$ cat config.mk
export PLATFORM = sky130hd
export DESIGN_NAME = spi_mstr_param_flat
export DESIGN_NICKNAME = d
export VERILOG_FILES = /design/src/rtl/spi_mstr_param_if.sv /design/src/rtl/spi_mstr_param.sv /design/src/flat_wrapper.sv
export SDC_FILE = /design/constraint.sdc
export NUM_CORES = 1
export LEC_CHECK = 0
export BUFFER_PORTS_ARGS = -buffer_cell sky130_fd_sc_hd__buf_4
export CAP_MARGIN = 20
export CORE_MARGIN = 10
export CORE_UTILIZATION = 45
export DETAILED_ROUTE_END_ITERATION = 10
export PLACE_DENSITY_LB_ADDON = 0.12
export SYNTH_ARGS = -nofsm -noshare
export SYNTH_HDL_FRONTEND = slang
export SYNTH_SLANG_ARGS = --single-unit
$ cat constraint.sdc
create_clock -name clk -period 4.88 [get_ports clk]
set_clock_uncertainty 0.1 [all_clocks]
set_input_delay 0.976 -clock clk [delete_from_list [all_inputs] [get_ports clk]]
set_output_delay 0.976 -clock clk [all_outputs]
set_load 0.01 [all_outputs]
$ cat src/rtl/spi_mstr_param_if.sv
// Host/SPI bundle for spi_mstr_param. The master modport is the SPI master
// itself; the slave modport is whatever drives requests and MISO.
interface spi_mstr_param_if #(
  parameter int WIDTH  = 16,
  parameter int NUM_SS = 1,
  parameter int SSW    = (NUM_SS > 1) ? $clog2(NUM_SS) : 1
);
  logic              wrt;
  logic [WIDTH-1:0]  cmd;
  logic [SSW-1:0]    ss_sel;
  logic [1:0]        nframes;
  logic              MISO;
  logic              SCLK;
  logic              MOSI;
  logic [NUM_SS-1:0] SS_n;
  logic [WIDTH-1:0]  rd_data;
  logic              rd_vld;
  logic              done;
  logic              busy;

  modport master (
    input  wrt, cmd, ss_sel, nframes, MISO,
    output SCLK, MOSI, SS_n, rd_data, rd_vld, done, busy
  );

  modport slave (
    output wrt, cmd, ss_sel, nframes, MISO,
    input  SCLK, MOSI, SS_n, rd_data, rd_vld, done, busy
  );
endinterface

$ cat src/rtl/spi_mstr_param.sv
// Parameterised SPI master: 1..4 back-to-back frames per request, selectable
// CPOL/CPHA, one-hot active-low slave select with out-of-range select muted.
module spi_mstr_param #(
  parameter int WIDTH     = 16,
  parameter int SCLK_HALF = 16,
  parameter int NUM_SS    = 1,
  parameter bit CPOL      = 1'b1,
  parameter bit CPHA      = 1'b1
) (
  input  logic              clk,
  input  logic              rst_n,
  spi_mstr_param_if.master  bus
);

  localparam int SSW = (NUM_SS > 1) ? $clog2(NUM_SS) : 1;
  localparam int HW  = $clog2(SCLK_HALF) + 1;
  localparam int EW  = $clog2(2 * WIDTH) + 1;

  localparam logic [HW-1:0] H_LAST = HW'(SCLK_HALF - 1);
  localparam logic [EW-1:0] E_LAST = EW'(2 * WIDTH);

  typedef enum logic [2:0] {IDLE, FRONT, SHIFT, BACK, GAP} state_t;

  state_t            st;
  logic [HW-1:0]     hcnt;
  logic [EW-1:0]     ecnt;
  logic [WIDTH-1:0]  tx_sh, rx_sh, rd_data_q;
  logic [1:0]        frm_left;
  logic [NUM_SS-1:0] ss_mask, ss_n_q;
  logic              sclk_q, rd_vld_q, done_q, busy_q;

  logic [EW-1:0]     e_next;
  logic              half_end, leading, do_samp, do_shift;

  // Active-low one-hot select; an index past NUM_SS leaves every line high.
  function automatic logic [NUM_SS-1:0] ss_decode(input logic [SSW-1:0] sel);
    ss_decode = '1;
    for (int i = 0; i < NUM_SS; i++)
      if (int'(sel) == i) ss_decode[i] = 1'b0;
  endfunction

  // Edge bookkeeping: edge numbers start at 1, odd edges are leading.
  always_comb begin
    e_next   = ecnt + EW'(1);
    half_end = (hcnt == H_LAST);
    leading  = e_next[0];
    do_samp  = CPHA ? ~leading : leading;
    do_shift = CPHA ? (leading && (e_next != EW'(1))) : ~leading;
  end

  // Frame sequencer: FRONT / SHIFT / BACK per frame, GAP between frames.
  always_ff @(posedge clk or negedge rst_n) begin
    if (!rst_n) begin
      st        <= IDLE;
      hcnt      <= '0;
      ecnt      <= '0;
      tx_sh     <= '0;
      rx_sh     <= '0;
      rd_data_q <= '0;
      frm_left  <= '0;
      ss_mask   <= '1;
      ss_n_q    <= '1;
      sclk_q    <= CPOL;
      rd_vld_q  <= 1'b0;
      done_q    <= 1'b0;
      busy_q    <= 1'b0;
    end else begin
      rd_vld_q <= 1'b0;
      case (st)
        IDLE: begin
          hcnt <= '0;
          if (bus.wrt) begin
            tx_sh    <= bus.cmd;
            rx_sh    <= '0;
            frm_left <= bus.nframes;
            ss_mask  <= ss_decode(bus.ss_sel);
            ss_n_q   <= ss_decode(bus.ss_sel);
            ecnt     <= '0;
            done_q   <= 1'b0;
            busy_q   <= 1'b1;
            st       <= FRONT;
          end
        end
        FRONT: begin
          if (half_end) begin
            hcnt <= '0;
            ecnt <= '0;
            st   <= SHIFT;
          end else begin
            hcnt <= hcnt + HW'(1);
          end
        end
        SHIFT: begin
          if (half_end) begin
            hcnt   <= '0;
            ecnt   <= e_next;
            sclk_q <= (e_next == E_LAST) ? CPOL : ~sclk_q;
            if (do_samp)  rx_sh <= {rx_sh[WIDTH-2:0], bus.MISO};
            if (do_shift) tx_sh <= {tx_sh[WIDTH-2:0], 1'b0};
            if (e_next == E_LAST) st <= BACK;
          end else begin
            hcnt <= hcnt + HW'(1);
          end
        end
        BACK: begin
          if (half_end) begin
            hcnt      <= '0;
            rd_data_q <= rx_sh;
            rd_vld_q  <= 1'b1;
            ss_n_q    <= '1;
            if (frm_left == 2'd0) begin
              done_q <= 1'b1;
              busy_q <= 1'b0;
              st     <= IDLE;
            end else begin
              // Follow-on frames transmit zeros.
              frm_left <= frm_left - 2'd1;
              tx_sh    <= '0;
              st       <= GAP;
            end
          end else begin
            hcnt <= hcnt + HW'(1);
          end
        end
        GAP: begin
          if (half_end) begin
            hcnt   <= '0;
            ecnt   <= '0;
            ss_n_q <= ss_mask;
            st     <= FRONT;
          end else begin
            hcnt <= hcnt + HW'(1);
          end
        end
        default: st <= IDLE;
      endcase
    end
  end

  // MOSI is forced low whenever no slave is selected.
  assign bus.MOSI    = tx_sh[WIDTH-1] & ~(&ss_n_q);
  assign bus.SCLK    = sclk_q;
  assign bus.SS_n    = ss_n_q;
  assign bus.rd_data = rd_data_q;
  assign bus.rd_vld  = rd_vld_q;
  assign bus.done    = done_q;
  assign bus.busy    = busy_q;

endmodule
$ cat src/flat_wrapper.sv
// flat-port wrapper written by rule: the top's interface ports become plain ports
module spi_mstr_param_flat 
#(
  parameter int WIDTH     = 16,
  parameter int SCLK_HALF = 16,
  parameter int NUM_SS    = 1,
  parameter bit CPOL      = 1'b1,
  parameter bit CPHA      = 1'b1
)
  (clk, rst_n, bus_wrt, bus_cmd, bus_ss_sel, bus_nframes, bus_MISO, bus_SCLK, bus_MOSI, bus_SS_n, bus_rd_data, bus_rd_vld, bus_done, bus_busy);
  spi_mstr_param_if #(.WIDTH(WIDTH), .NUM_SS(NUM_SS)) bus_i ();
  input  logic clk;
  input  logic rst_n;
  input wire logic [$bits(bus_i.wrt)-1:0] bus_wrt;
  input wire logic [$bits(bus_i.cmd)-1:0] bus_cmd;
  input wire logic [$bits(bus_i.ss_sel)-1:0] bus_ss_sel;
  input wire logic [$bits(bus_i.nframes)-1:0] bus_nframes;
  input wire logic [$bits(bus_i.MISO)-1:0] bus_MISO;
  output wire logic [$bits(bus_i.SCLK)-1:0] bus_SCLK;
  output wire logic [$bits(bus_i.MOSI)-1:0] bus_MOSI;
  output wire logic [$bits(bus_i.SS_n)-1:0] bus_SS_n;
  output wire logic [$bits(bus_i.rd_data)-1:0] bus_rd_data;
  output wire logic [$bits(bus_i.rd_vld)-1:0] bus_rd_vld;
  output wire logic [$bits(bus_i.done)-1:0] bus_done;
  output wire logic [$bits(bus_i.busy)-1:0] bus_busy;
  assign bus_i.wrt = bus_wrt;
  assign bus_i.cmd = bus_cmd;
  assign bus_i.ss_sel = bus_ss_sel;
  assign bus_i.nframes = bus_nframes;
  assign bus_i.MISO = bus_MISO;
  assign bus_SCLK = bus_i.SCLK;
  assign bus_MOSI = bus_i.MOSI;
  assign bus_SS_n = bus_i.SS_n;
  assign bus_rd_data = bus_i.rd_data;
  assign bus_rd_vld = bus_i.rd_vld;
  assign bus_done = bus_i.done;
  assign bus_busy = bus_i.busy;
  spi_mstr_param #(.WIDTH(WIDTH), .SCLK_HALF(SCLK_HALF), .NUM_SS(NUM_SS), .CPOL(CPOL), .CPHA(CPHA)) u_core (.clk(clk), .rst_n(rst_n), .bus(bus_i));
endmodule
# == After elaboration in Yosys (flattened, before gate mapping) ==
# Cells that the tools add are included.
# totals
in_bits,23
elab_cells,102
output_inout_bits,22
ff_bits,70
# classes
n_bitwise,3
addsub,3
n_eq_ne,18
reduce_logical,21
mux,44
# ops
operator,count
16-bit 2-to-1 mux,8
16-bit one-hot mux with 3 select lines,1
16-bit one-hot mux with 2 select lines,1
3-bit 2-to-1 mux,7
4-bit AND reduction,5
6-bit 2-to-1 mux,3
6-bit one-hot mux with 3 select lines,1
"2-bit by 1-bit != test with 1-bit output, second input constant",8
3-bit one-hot mux with 5 select lines,1
1-bit 2-to-1 mux,13
6-bit AND reduction,2
5-bit one-hot mux with 2 select lines,1
3-bit nonzero test,3
"6-bit by 1-bit adder with 6-bit output, second input constant",1
"3-bit by 2-bit == test with 1-bit output, second input constant",2
"6-bit == test, second input constant",1
2-bit 2-to-1 mux,3
"2-bit != test, second input constant",3
"6-bit by 1-bit != test with 1-bit output, second input constant",1
2-bit AND reduction,3
2-bit nonzero test,3
"5-bit by 1-bit adder with 5-bit output, second input constant",1
"5-bit by 4-bit == test with 1-bit output, second input constant",1
5-bit 2-to-1 mux,1
13 further kinds,15

# == Longest topological paths before layout ==
# logic_depth
ltp_word,6
mapped_depth,8
mapped_depth_nobuf,7

# == Least setup slack after synthesis ==
# Ideal clock, no wire load.
# synth_timing
path_type,input-to-reg
startpoint,input port bus_wrt
endpoint,register u_core.tx_sh[10]
path_slack_ns,2.571
n_path_buf,2
setup_time_ns,0.127
required_time_ns,4.653
cell_stages,7
arrival_ns,2.082
cell_sequence,nor4b_1 -> buf_2 -> a31oi_2 -> o21bai_4 -> buf_2 -> nand2_1 -> nand3_1
# synth_between
elab_chain_cells,2
# synth_lines
element,line,source
start: declaration,flat_wrapper.sv:14,input wire logic [$bits(bus_i.wrt)-1:0] bus_wrt;
2-bit != test (no line),-,
6-bit AND reduction (no line),-,
end signal: assignment,spi_mstr_param.sv:73,tx_sh <= bus.cmd;
end signal: assignment,spi_mstr_param.sv:99,"if (do_shift) tx_sh <= {tx_sh[WIDTH-2:0], 1'b0};"
end: declaration,spi_mstr_param.sv:27,"logic [WIDTH-1:0] tx_sh, rx_sh, rd_data_q;"
# Every way passes these cells.
# A chain may end at the register's enable or synchronous reset.

# == Worst setup path after layout ==
# layout_timing
startpoint,register u_core.st[1]
endpoint,"register u_core.busy_q, in the netlist u_core.bus.busy"
# layout_between
elab_chain_cells,3
elab_cells_between_ends,8
cone_classes,eq/ne (4); mux (1); reduce/logical (3)
# layout_lines
element,line,source
start: declaration,spi_mstr_param.sv:24,state_t st;
start signal: assignment,spi_mstr_param.sv:54,st <= IDLE;
start signal: assignment,spi_mstr_param.sv:81,st <= FRONT;
start signal: assignment,spi_mstr_param.sv:88,st <= SHIFT;
3-bit by 2-bit == test with 1-bit output or 3-bit zero test (tied branches),spi_mstr_param.sv:69,case (st)
2-bit by 1-bit != test with 1-bit output (no line) (tied with other cells),-,
4-bit AND reduction (no line),-,
end signal: assignment,spi_mstr_param.sv:66,busy_q <= 1'b0;
end signal: assignment,spi_mstr_param.sv:80,busy_q <= 1'b1;
end signal: assignment,spi_mstr_param.sv:113,busy_q <= 1'b0;
end: declaration,spi_mstr_param.sv:30,"logic sclk_q, rd_vld_q, done_q, busy_q;"
# Several ways; a longest one is shown, not always the timed one.

==> results.sh <==
export IMPL_synth_top_cell_by_area="dfrtp_1"
export IMPL_comb_power_share=0.343
export IMPL_ys_async_sr_fraction=1.00
export IMPL_die_h_um=109
export IMPL_n_antenna_cell=0
export IMPL_drive_gt1_frac=0.219
export IMPL_ys_seq_area_frac=0.495
export IMPL_min_path_type="register to register"
export IMPL_cts_max_level=3
export IMPL_hold_violations=0
export IMPL_p_per_area_mw_per_mm2=547
export IMPL_clock_latency_ps=340
export IMPL_clkPwrFrac=0.208
export IMPL_ys_flop_type="dfrtp_1"
export IMPL_finalSetupViolCount=0
export IMPL_wirelength_um=8100
export IMPL_vias=2852
export IMPL_synth_nets=401
export IMPL_fmax_ghz=0.349
export IMPL_grt_pass1_vias=2797
export IMPL_p_sw_mw=0.877
export IMPL_track_usage=0.143
export IMPL_synth_seq_cells=70
export IMPL_initial_utilization=0.462
export IMPL_ys_warn_count=0
export IMPL_drt_pass1_iter_count=4
export IMPL_vdd_drop_max_mv=0.229
export IMPL_relSlewSlack=0.373
export IMPL_post_drt_wl_per_cell_um=15.9
export IMPL_yosysMostFrequentCell="nand2_1"
export IMPL_hpwlAfterDp_um=5290
export IMPL_crit_slowest_cell="dfrtp_1"
export IMPL_clkSinkCount=70
export IMPL_cts_buffer_depth=2
export IMPL_rsz0062_at_grt="false"
export IMPL_crit_path_max_fanout=28
export IMPL_dp_slack_ps=2010
export IMPL_num_rows=32
export IMPL_crit_type="register to register"
export IMPL_clockRootBuffer="clkbuf_8"
export IMPL_slew_viol_final=0
export IMPL_drcViolationCount=0
export IMPL_syn_area_mm2=0.00355
export IMPL_path_clk_slew_ps=70
export IMPL_cts_tree="built"
export IMPL_syn_inst=373
export IMPL_power_leakage_nw=1.87
export IMPL_die_w_um=109
export IMPL_boundaryPins=45
export IMPL_setup_ws_ps=2010
export IMPL_final_nets=431
export IMPL_p_int_mw=1.36
export IMPL_synth_area_leaders="dfrtp_1, nand2_1, mux2_2"
export IMPL_antenna_found_initial=0
export IMPL_gp_congestion=0.800
export IMPL_cts_setup_buffers=0
export IMPL_core_mm2=0.00769
export IMPL_post_route_period_util=0.587
export IMPL_crit_required_ps=5000
export IMPL_grt_max_degree=71
export IMPL_syn_to_final_growth_pct=15.3
export IMPL_synth_edf_count=0
export IMPL_drv_cap=0
export IMPL_grt_first_pass_wirelength_um=13800
export IMPL_crit_path_start_kind="register"
export IMPL_ant_nets=0
export IMPL_crit_path_cell_trace="nor2b_1 -> and3_1 -> inv_1 -> o21ai_0 -> nand2_1"
export IMPL_viasPerCell=5.60
export IMPL_endpoint_kind="register"
export IMPL_cts_buffers=9
export IMPL_netlist_top_cells_count="nand2_1, dfrtp_1, nand3_1, o21ai_0, mux2_2"
export IMPL_crit_path_max_incr_delay_ps=940
export IMPL_syn_avg_cell_area_um2=9.51
export IMPL_p_seq_frac=0.449
export IMPL_ctsHoldBuffers=0
export IMPL_timing_final_crit_period_ps=2870
export IMPL_synth_top_area_frac=0.472
export IMPL_p_sw_frac=0.391
export IMPL_fp_dieArea_mm2=0.0118
export IMPL_outcome="complete, no violations"
export IMPL_post_cts_resized=0
export IMPL_arrival_ps=2990
export IMPL_synthDistinctLibCells=49
export IMPL_setup_tns_ps=0
export IMPL_timing_reg2reg_setup_slack_ps=2010
export IMPL_worstMarginPinSlew_ps=941
export IMPL_hold_slack_ps=398
export IMPL_numPortBuffers=44
export IMPL_drtIter0Drc=164
export IMPL_grt_overflow=0
-- power by group through the flow --
stage / combinational (mW) / clock (mW) / sequential, mW
6_report: 0.768 / 0.466 / 1.01
5_1_grt: 0.878 / 0.505 / 1.05
4_1_cts: 0.775 / 0.481 / 1.00
3_5_place_dp: 0.774 / 0 / 1.01
3_3_place_gp: 0.758 / 0 / 1.01
2_1_floorplan: 0.600 / 0 / 0.935
-- state kept, by name (all words and copies together) (netlist names), 2 cells and up --
signal and cells:
u_core.rx_sh 16, u_core.frm_left 2, u_core.bus.rd_data 16, u_core.st 3
u_core.hcnt 5, u_core.ecnt 6, u_core.tx_sh 16
-- kinds of logic after synthesis --
logic type               Yosys count  share of synthesized area
AND/OR/NAND/NOR                  150                      0.197
AO/OA/AOI/OAI                     95                      0.188
flip-flops                        70                      0.495
buffers and inverters             35                     0.0458
multiplexers                      17                     0.0539
adder cells (fa/ha/maj)            5                     0.0176
XOR/XNOR                           1                    0.00247
-- critical path: cells and delay by family (launching register included) --
family	cells	cell delay (ps)
AND/OR/NAND/NOR	3	1310
flip-flops	1	940
AO/OA/AOI/OAI	1	190
buffers and inverters	1	200
-- routing by layer --
layer  vias up  wire (µm)  part of all wire  GRT usage
li1       1408          -                 -          -
met1      1376       3710              0.46      0.184
met2        55       3900              0.48      0.228
met3        13        365             0.045     0.0354
met4         0        116             0.014     0.0518
met5         -          0                 0          0
-- layout by cell type (no fill, tap or decap), drive strengths merged, types with 2 or more instances in the layout --
cell / synthesis / final
inv: 8 / 8
a32oi: 16 / 16
clkinv: 0 / 3
nand2b: 5 / 5
dfrtp: 67 / 67
and3: 3 / 3
nor2: 12 / 12
o21ai: 37 / 37
a21o: 2 / 2
nand3: 38 / 38
nand2: 75 / 75
a211o: 2 / 2
mux2: 17 / 17
a31oi: 3 / 3
nor3: 3 / 3
nor4: 2 / 2
nor2b: 3 / 3
buf: 15 / 46
dfstp: 3 / 3
o22ai: 2 / 2
a22o: 14 / 14
or3: 2 / 2
clkbuf: 12 / 10
ha: 5 / 5
a21oi: 9 / 9
-- layout make-up --
cell class	count	area, µm²
Clock inverter	5	60.1
Multi-Input combinational cell	268	1640
Inverter	8	30.0
Timing Repair Buffer	46	345
Sequential cell	70	1760
Clock buffer	10	138
Tap cell	102	128
Fill cell	718	3590
-- per-stage QoR --
step           utilization  cell area [µm²]  cells  power [mW]
2_1_floorplan            -             3550    373        1.53
3_3_place_gp         0.507             3890    494        1.76
3_5_place_dp         0.507             3890    494        1.79
4_1_cts              0.532             4090    509        2.26
5_1_grt              0.532             4090    509        2.43
6_report             0.532             4090    509        2.24
-- worst paths after layout --
check                                              from                                end  depth (start not counted)
hold reg to reg            u_core.rx_sh[15]$_DFFE_PN0P_       u_core.rx_sh[15]$_DFFE_PN0P_                          2
setup / recovery               u_core.st[1]$_DFFE_PN0P_        u_core.bus.busy$_DFFE_PN0P_                          5
setup reg to reg               u_core.st[1]$_DFFE_PN0P_        u_core.bus.busy$_DFFE_PN0P_                          5
hold / removal             u_core.rx_sh[15]$_DFFE_PN0P_       u_core.rx_sh[15]$_DFFE_PN0P_                          2
max in group asynchronous                         rst_n  u_core.bus.rd_data[0]$_DFFE_PN0P_                          1
min in group asynchronous                         rst_n         u_core.ecnt[3]$_DFFE_PN0P_                          1
Note: power is estimated with default switching activity, not from simulation.
